==> config.mk <==
export PLATFORM = sky130hd
export DESIGN_NAME = seq_detect_driver_flat
export DESIGN_NICKNAME = d
export VERILOG_FILES = /design/src/rtl/seq_detect_driver_if.sv /design/src/rtl/seq_detect_driver.sv /design/src/flat_wrapper.sv
export SDC_FILE = /design/constraint.sdc
export NUM_CORES = 1
export LEC_CHECK = 0
export CAP_MARGIN = 20
export CORE_MARGIN = 2
export CORE_UTILIZATION = 45
export CTS_BUF_LIST = sky130_fd_sc_hd__clkbuf_16
export DETAILED_ROUTE_END_ITERATION = 16
export PLACE_DENSITY = 0.75
export SYNTH_ARGS = -nofsm -noshare
export SYNTH_HDL_FRONTEND = slang
export SYNTH_SLANG_ARGS = --single-unit
export TNS_END_PERCENT = 20
==> constraint.sdc <==
create_clock -name clk -period 1.5 [get_ports clk]
set_input_delay 0.225 -clock clk [delete_from_list [all_inputs] [get_ports clk]]
set_output_delay 0.225 -clock clk [all_outputs]
set_load 0.005 [all_outputs]
==> src/rtl/seq_detect_driver_if.sv <==
// Host/detector-side signal bundle for seq_detect_driver.
// The slave modport is the driver's view; the master modport is the host/bench view,
// which supplies the run request and the two detector outputs.
interface seq_detect_driver_if #(
  parameter int WIDTH = 16
);
  localparam int CW = $clog2(WIDTH + 2);

  logic             start;
  logic [WIDTH-1:0] pattern;
  logic [CW-1:0]    length;
  logic             busy;
  logic             done;
  logic             x_out;
  logic             det_reset;
  logic             q_mealy;
  logic             q_moore;
  logic [CW-1:0]    det_count;
  logic [CW-1:0]    mismatch_count;
  logic             mismatch;

  modport slave (
    input  start, pattern, length, q_mealy, q_moore,
    output busy, done, x_out, det_reset, det_count, mismatch_count, mismatch
  );

  modport master (
    output start, pattern, length, q_mealy, q_moore,
    input  busy, done, x_out, det_reset, det_count, mismatch_count, mismatch
  );
endinterface

==> src/rtl/seq_detect_driver.sv <==
// Sequencing controller for a Mealy/Moore sequence-detector pair.
// Resets the detectors for one cycle, shifts the loaded pattern LSB first onto X,
// counts Mealy hits and flags cycles where Moore disagrees with Mealy delayed by one.
module seq_detect_driver #(
  parameter int WIDTH = 16
) (
  input  logic                clk,
  input  logic                reset,
  seq_detect_driver_if.slave  bus
);
  localparam int CW = $clog2(WIDTH + 2);

  typedef enum logic [2:0] {IDLE, CLEAR, RUN, DRAIN, DONE} state_t;

  state_t           state_q, state_d;
  logic [WIDTH-1:0] shreg_q, shreg_d;
  logic [CW-1:0]    rem_q, rem_d;
  logic [CW-1:0]    det_cnt_q, det_cnt_d;
  logic [CW-1:0]    mis_cnt_q, mis_cnt_d;
  logic             mis_q, mis_d;
  logic             mealy_dly_q, mealy_dly_d;
  logic             det_reset_q, det_reset_d;
  logic [CW-1:0]    len_clamped;

  // A length of zero or beyond the register width means "send the whole register".
  always_comb begin
    len_clamped = bus.length;
    if (bus.length == '0 || bus.length > CW'(WIDTH))
      len_clamped = CW'(WIDTH);
  end

  // Next-state and datapath update; the Moore compare runs in RUN and once more in DRAIN.
  always_comb begin
    state_d     = state_q;
    shreg_d     = shreg_q;
    rem_d       = rem_q;
    det_cnt_d   = det_cnt_q;
    mis_cnt_d   = mis_cnt_q;
    mis_d       = mis_q;
    mealy_dly_d = mealy_dly_q;
    case (state_q)
      IDLE: begin
        if (bus.start) begin
          shreg_d     = bus.pattern;
          rem_d       = len_clamped;
          det_cnt_d   = '0;
          mis_cnt_d   = '0;
          mis_d       = 1'b0;
          mealy_dly_d = 1'b0;
          state_d     = CLEAR;
        end
      end
      CLEAR: state_d = RUN;
      RUN: begin
        if (bus.q_mealy)
          det_cnt_d = det_cnt_q + CW'(1);
        if (bus.q_moore != mealy_dly_q) begin
          mis_cnt_d = mis_cnt_q + CW'(1);
          mis_d     = 1'b1;
        end
        mealy_dly_d = bus.q_mealy;
        shreg_d     = {1'b0, shreg_q[WIDTH-1:1]};
        rem_d       = rem_q - CW'(1);
        if (rem_q == CW'(1))
          state_d = DRAIN;
      end
      DRAIN: begin
        if (bus.q_moore != mealy_dly_q) begin
          mis_cnt_d = mis_cnt_q + CW'(1);
          mis_d     = 1'b1;
        end
        state_d = DONE;
      end
      DONE:    state_d = IDLE;
      default: state_d = IDLE;
    endcase
    // Detectors are held in reset (active-low) only during the CLEAR cycle.
    det_reset_d = (state_d != CLEAR);
  end

  // State and datapath registers; async reset also holds the detectors in reset.
  always_ff @(posedge clk or posedge reset) begin
    if (reset) begin
      state_q     <= IDLE;
      shreg_q     <= '0;
      rem_q       <= '0;
      det_cnt_q   <= '0;
      mis_cnt_q   <= '0;
      mis_q       <= 1'b0;
      mealy_dly_q <= 1'b0;
      det_reset_q <= 1'b0;
    end else begin
      state_q     <= state_d;
      shreg_q     <= shreg_d;
      rem_q       <= rem_d;
      det_cnt_q   <= det_cnt_d;
      mis_cnt_q   <= mis_cnt_d;
      mis_q       <= mis_d;
      mealy_dly_q <= mealy_dly_d;
      det_reset_q <= det_reset_d;
    end
  end

  // Outputs decode state and registers only, so no input reaches an output combinationally.
  assign bus.busy           = (state_q == CLEAR) || (state_q == RUN) || (state_q == DRAIN);
  assign bus.done           = (state_q == DONE);
  assign bus.x_out          = (state_q == RUN) && shreg_q[0];
  assign bus.det_reset      = det_reset_q;
  assign bus.det_count      = det_cnt_q;
  assign bus.mismatch_count = mis_cnt_q;
  assign bus.mismatch       = mis_q;
endmodule
==> src/flat_wrapper.sv <==
// flat-port wrapper written by rule: the top's interface ports become plain ports
module seq_detect_driver_flat 
#(
  parameter int WIDTH = 16
)
  (clk, reset, bus_start, bus_pattern, bus_length, bus_q_mealy, bus_q_moore, bus_busy, bus_done, bus_x_out, bus_det_reset, bus_det_count, bus_mismatch_count, bus_mismatch);
  seq_detect_driver_if #(.WIDTH(WIDTH)) bus_i ();
  input  logic clk;
  input  logic reset;
  input wire logic [$bits(bus_i.start)-1:0] bus_start;
  input wire logic [$bits(bus_i.pattern)-1:0] bus_pattern;
  input wire logic [$bits(bus_i.length)-1:0] bus_length;
  input wire logic [$bits(bus_i.q_mealy)-1:0] bus_q_mealy;
  input wire logic [$bits(bus_i.q_moore)-1:0] bus_q_moore;
  output wire logic [$bits(bus_i.busy)-1:0] bus_busy;
  output wire logic [$bits(bus_i.done)-1:0] bus_done;
  output wire logic [$bits(bus_i.x_out)-1:0] bus_x_out;
  output wire logic [$bits(bus_i.det_reset)-1:0] bus_det_reset;
  output wire logic [$bits(bus_i.det_count)-1:0] bus_det_count;
  output wire logic [$bits(bus_i.mismatch_count)-1:0] bus_mismatch_count;
  output wire logic [$bits(bus_i.mismatch)-1:0] bus_mismatch;
  assign bus_i.start = bus_start;
  assign bus_i.pattern = bus_pattern;
  assign bus_i.length = bus_length;
  assign bus_i.q_mealy = bus_q_mealy;
  assign bus_i.q_moore = bus_q_moore;
  assign bus_busy = bus_i.busy;
  assign bus_done = bus_i.done;
  assign bus_x_out = bus_i.x_out;
  assign bus_det_reset = bus_i.det_reset;
  assign bus_det_count = bus_i.det_count;
  assign bus_mismatch_count = bus_i.mismatch_count;
  assign bus_mismatch = bus_i.mismatch;
  seq_detect_driver #(.WIDTH(WIDTH)) u_core (.clk(clk), .reset(reset), .bus(bus_i));
endmodule
Yosys cells after proc, flatten, opt, wreduce, memory -nomap -nowiden
Index checks and enable logic that the tools add are counted.
{"block": "classes", "eq_ne": 10, "n_addsub": 3, "order_cmp": 1, "mux": 17, "reduce_logical": 12}
{"cell": "16-bit one-hot mux with 2 select lines", "n": 1}
{"cell": "5-bit one-hot mux with 2 select lines", "n": 3}
{"cell": "5-bit 2-to-1 mux", "n": 5}
{"cell": "16-bit 2-to-1 mux", "n": 1}
{"cell": "3-bit one-hot mux with 4 select lines", "n": 1}
{"cell": "5-bit by 1-bit adder with 5-bit output (second input constant)", "n": 2}
{"cell": "3-bit by 2-bit equality test with 1-bit output (second input constant)", "n": 2}
{"cell": "3-bit 2-to-1 mux", "n": 2}
{"cell": "3-bit AND reduction", "n": 2}
{"cell": "5-bit by 1-bit equality test with 1-bit output (second input constant)", "n": 1}
{"cell": "5-bit greater-than comparator (second input constant)", "n": 1}
{"cell": "5-bit zero test", "n": 1}
{"cell": "5-bit by 1-bit subtractor with 5-bit output (second input constant)", "n": 1}
{"cell": "2-bit != test (second input constant)", "n": 2}
{"cell": "1-bit one-hot mux with 2 select lines", "n": 2}
{"cell": "2-bit nonzero test", "n": 2}
{"cell": "3-bit by 1-bit equality test with 1-bit output (second input constant)", "n": 1}
{"cell": "3-bit equality test (second input constant)", "n": 1}
{"cell": "3-bit zero test", "n": 1}
{"cell": "1-bit logical OR", "n": 3}
{"cell": "3-bit by 1-bit != test with 1-bit output (second input constant)", "n": 1}
{"cell": "1-bit 2-to-1 mux", "n": 2}
{"cell": "2-bit by 1-bit != test with 1-bit output (second input constant)", "n": 1}
{"cell": "2-bit AND reduction", "n": 1}
{"cell": "other kinds (3)", "n": 3}
{"block": "word_totals", "register_bits": 37, "out_inout_bits": 15, "wordCells": 51}

Longest topological paths before layout
{"block": "depth", "depth_word": 5, "mapped_depth": 7, "depth_no_buf": 5}

Worst setup path before layout
OpenSTA, ideal clock, no wires.
{"block": "synth_path", "kind": "reg2reg", "start": "reg u_core.state_q[0]", "end": "reg u_core.rem_q[1]", "slack_ns": -0.085, "path_stages_with_launch": 8, "t_arrival_ns": 1.443, "cell_sequence": "dfrtp_1 -> buf_6 -> nor4b_4 -> inv_2 -> buf_6 -> buf_6 -> nand2_1 -> a31oi_1"}
{"block": "synth_between", "elab_chain_cells": 3, "word_cells_on_any_way": 6}
{"element": "start, declared", "line": "seq_detect_driver.sv:15", "text": "state_t state_q, state_d;"}
{"element": "start signal, assigned", "line": "seq_detect_driver.sv:93", "text": "state_q <= state_d;"}
{"element": "3-bit by 2-bit equality test with 1-bit output or 3-bit zero test (tied branches)", "line": "seq_detect_driver.sv:41", "text": "case (state_q)"}
{"element": "2-bit nonzero test (no source line) or 2-bit != test (tied branches)"}
{"element": "2-bit AND reduction (no source line)"}
{"element": "end signal, assigned", "line": "seq_detect_driver.sv:95", "text": "rem_q <= rem_d;"}
{"element": "end, declared", "line": "seq_detect_driver.sv:17", "text": "logic [CW-1:0] rem_q, rem_d;"}
Several ways; a longest one is shown, not always the timed one.
A chain may end at the register's enable or synchronous reset.

Final worst setup path
{"block": "layout_path", "start": "reg u_core.state_q[0]", "end": "reg u_core.rem_q[3]"}
The elaborated chain is that of the path after synthesis.

==> reports/metrics.yaml <==
run_status:
  outcome: "finished, violations left"
  violations: "negative setup slack"
clocking:
  cts_root_buffer: "clkbuf_16"
  clock_path_buffers: 2
  cts_tree: "built"
  path_clk_slew_ps: 60
  cts_hold_buf: 0
  htree_levels: 2
  cts_buffers: 5
  cts_sinks: 37
  insertion_delay_ps: 280
synth:
  synthTopCellsByArea: "dfrtp_1 (48%), o22a_1 (6.4%), o21a_1 (5.5%)"
  synth_area_per_cell_sq_um: 10.99
  synth_top_family_by_area: "compound AO/OA/AOI/OAI gates"
  synth_edf_count: 0
  seq_area_frac_synth_pct: 48.43
  synthArstFlopShare_pct: 100.0
  synth_compound_area_share_pct: 19.96
  synth_xor_area_share_pct: 1.832
  synth.distinct_cells: 45
  synthAdderAreaFrac_pct: 3.272
  yosysMostFrequentCell: "dfrtp_1"
  ys_warn_count: 0
  ys.flop_type: "dfrtp_1"
  syn_nets: 205
  yosys.area_share.simple_pct: 16.69
  yosysTopAreaCellShare_pct: 48.43
  netlist_area_sq_um: 1912
  ys_ff_latch: 37
  synthMuxAreaShare_pct: 3.730
  syn_inst: 174
  ys_top_cells_by_count: "dfrtp_1 (37), nand2_1 (16), o21a_1 (14), o22a_1 (14), inv_1 (7)"
  synth_area_leader_cell: "dfrtp_1"
global_routing:
  grt_max_degree: 38
  grt_pass1_vias: 1720
  grt_pass1_wl_um: 8093
  gr-total-overflow: 0
  grtUsageTotal_pct: 21.08
  antenna_found_initial: 0
floorplan:
  die-area_sq_um: 4786
  die_height_um: 69.18
  rows: 23
  design.portCount: 41
  initial_core_util_pct: 47.12
  die_x_um: 69.18
  core_region_area_sq_um: 4058
place:
  placed_cell_area_sq_um: 2499
  dp_worst_setup_slack_ps: -431.6
  routabilityCongestion: 0.8594
  numPortBuffers: 40
  dp_hpwl_um: 3171
critical_path:
  cp.arrival_ps: 1730
  cp_num_buf_inv: 3
  crit_family: "buffers and inverters"
  startpoint: "u_core.state_q[0]"
  critPathLaunchType: "flop"
  endpoint_kind: "flop"
  worstPathRequired_ps: 1660
  cp_slowest_cell: "dfrtp_1"
  path_cells: "buf_6 -> nor4b_4 -> inv_2 -> buf_4 -> o221a_1"
  max_stage_delay_ps: 380
  path_class: "flop to flop"
  cp_max_fo: 7
  worstReg2RegStart: "u_core.state_q[0]"
finish:
  diodes: 0
  drive_above_1_share_pct: 22.36
  final_util_pct: 68.39
  final_area_sq_um: 2775
  fin_nets: 268
  multi_input_area_sq_um: 919.6
  area_growth_pct: 45.16
  regArea_sq_um: 925.9
  num-fill-cells: 289
detailed_routing:
  drc: 0
  dr.pass1.iters: 4
  vias_per_cell: 5.592
  dr_wl_met2_um: 2521
  postRouteAntennaNets: 0
  wl_per_cell_um: 16.64
  via_count: 1605
  highest_layer: "met4"
  drt_iter0_markers: 83
  wl_met1_um: 1975
  wl_um: 4777
  wl_met3_um: 191
timing:
  timing.final.crit_share_pct: 105.1
  slew_headroom_pct: 68.05
  skew_ps: 5.811
  final_max_slew_viol_count: 0
  finalWorstPathRequiredPeriod_ps: 1576
  max_freq_ghz: 0.6346
  worst_slew_pin_slew_ps: 465.9
  hold_viol: 0
  worst_slack_ps: -75.80
  setup_viol: 22
  rsz0062_at_grt: "true"
min_path:
  hold_class: "input pin to async pin"
power_and_ir_drop:
  seqPwrFrac_pct: 30.2
  p_leak_nw: 1.284
  pwr-share-comb_pct: 50.4
  swShare_pct: 34.75
  internal_power_w: 0.003871
  power.switching_w: 0.002062
  p_clk_share_pct: 19.4
  vdd_ir_drop_max_uv: 1052
  pwr_density_cell_nw_per_um2: 2138
job:
  cap_violations: 0
-- stage by stage --
stage	TNS, ps	std cells	hold WS [ps]	power (W)
final	-949.1	287	296.5	0.005933
after global routing	-2088	287	334.5	0.006352
after CTS	-529.4	284	307.0	0.005716
after detailed placement	-4424	277	462.3	0.004499
after global placement	-3403	277	462.4	0.004352
after floorplan	-1430	174	330.4	0.003424
-- flip-flops by register name (all words and copies together), names as in the netlist --
name                       flops
u_core.mealy_dly_q             1
u_core.bus.mismatch            1
u_core.state_q                 3
u_core.rem_q                   5
u_core.bus.mismatch_count      5
u_core.shreg_q                16
u_core.bus.det_count           5
u_core.bus.det_reset           1
-- cells in the final DEF, fill, tap and decap left out, drive strengths merged, types with 2 or more instances in the layout --
cell type	instances
nor3	3
nand3	6
o211ai	3
nor2b	3
and2	3
nor2	5
dfrtp	37
xor2	2
o22a	14
inv	8
or3b	3
a211oi	2
xnor2	2
dlygate4sd2	5
and3	2
o21a	14
nand2	17
mux2i	6
nand4	2
o21ai	3
o221a	2
ha	5
buf	26
dlymetal6s2s	4
or4	2
clkdlybuf4s50	30
a21oi	3
nand2b	4
clkbuf	6
-- worst paths after layout --
kind                                  endpoint  slack [ps]  depth (start not counted)
max                            u_core.rem_q[3]         -80                          5
min                        u_core.bus.mismatch         300                          3
max reg2reg                    u_core.rem_q[3]         -80                          5
min reg2reg                u_core.bus.mismatch         470                          2
max in group asynchronous      u_core.rem_q[1]        1010                          3
min in group clk               u_core.rem_q[2]         320                          3
-- cell families (layout without fill, tap and decap cells) --
| group | after synthesis | count (layout) |
|---|---|---|
| buffers and inverters | 18 | 81 |
| adder cells (fa/ha/maj) | 5 | 5 |
| flip-flops | 37 | 37 |
| AO/OA/AOI/OAI | 47 | 47 |
| XOR/XNOR | 4 | 4 |
| multiplexers | 7 | 7 |
| AND/OR/NAND/NOR | 56 | 56 |
-- timing repair --
item	in CTS	in global routing
pin swaps	15	4
endpoints found under the setup margin	27	30
gates resized for setup	18	13
gates cloned	0	1
endpoints found under the hold margin	0	0
setup buffers	0	2
-- worst min-delay path: stages --
cell             delay [ps]
clkdlybuf4s50_1         400
inv_1                    90
buf_12                  230
-- layer usage --
metal,global-route usage [%],up-vias
met5,0,-
met4,7.407,0
met3,5.523,8
met1,24.95,805
met2,36.86,39
li1,-,753
-- area by class of cell --
| cell class | count | area share (%) |
|---|---|---|
| clock buffer | 5 | 4.509 |
| tap | 50 | 2.254 |
| timing repair buffer | 66 | 24.39 |
| sequential | 37 | 33.36 |
| clock inverter | 2 | 1.262 |
| inverter | 8 | 1.082 |
| multi-input combinational | 119 | 33.14 |
-- power by group through the flow --
stage                     clock network [W]  registers (W)  logic [W]
after floorplan                           0        0.00172    0.00170
after global placement                    0        0.00174    0.00261
after detailed placement                  0        0.00177    0.00273
after CTS                           0.00117        0.00177    0.00277
after global routing                0.00123        0.00184    0.00328
final                               0.00115        0.00179    0.00299
Power figures use the tool's default switching activity.
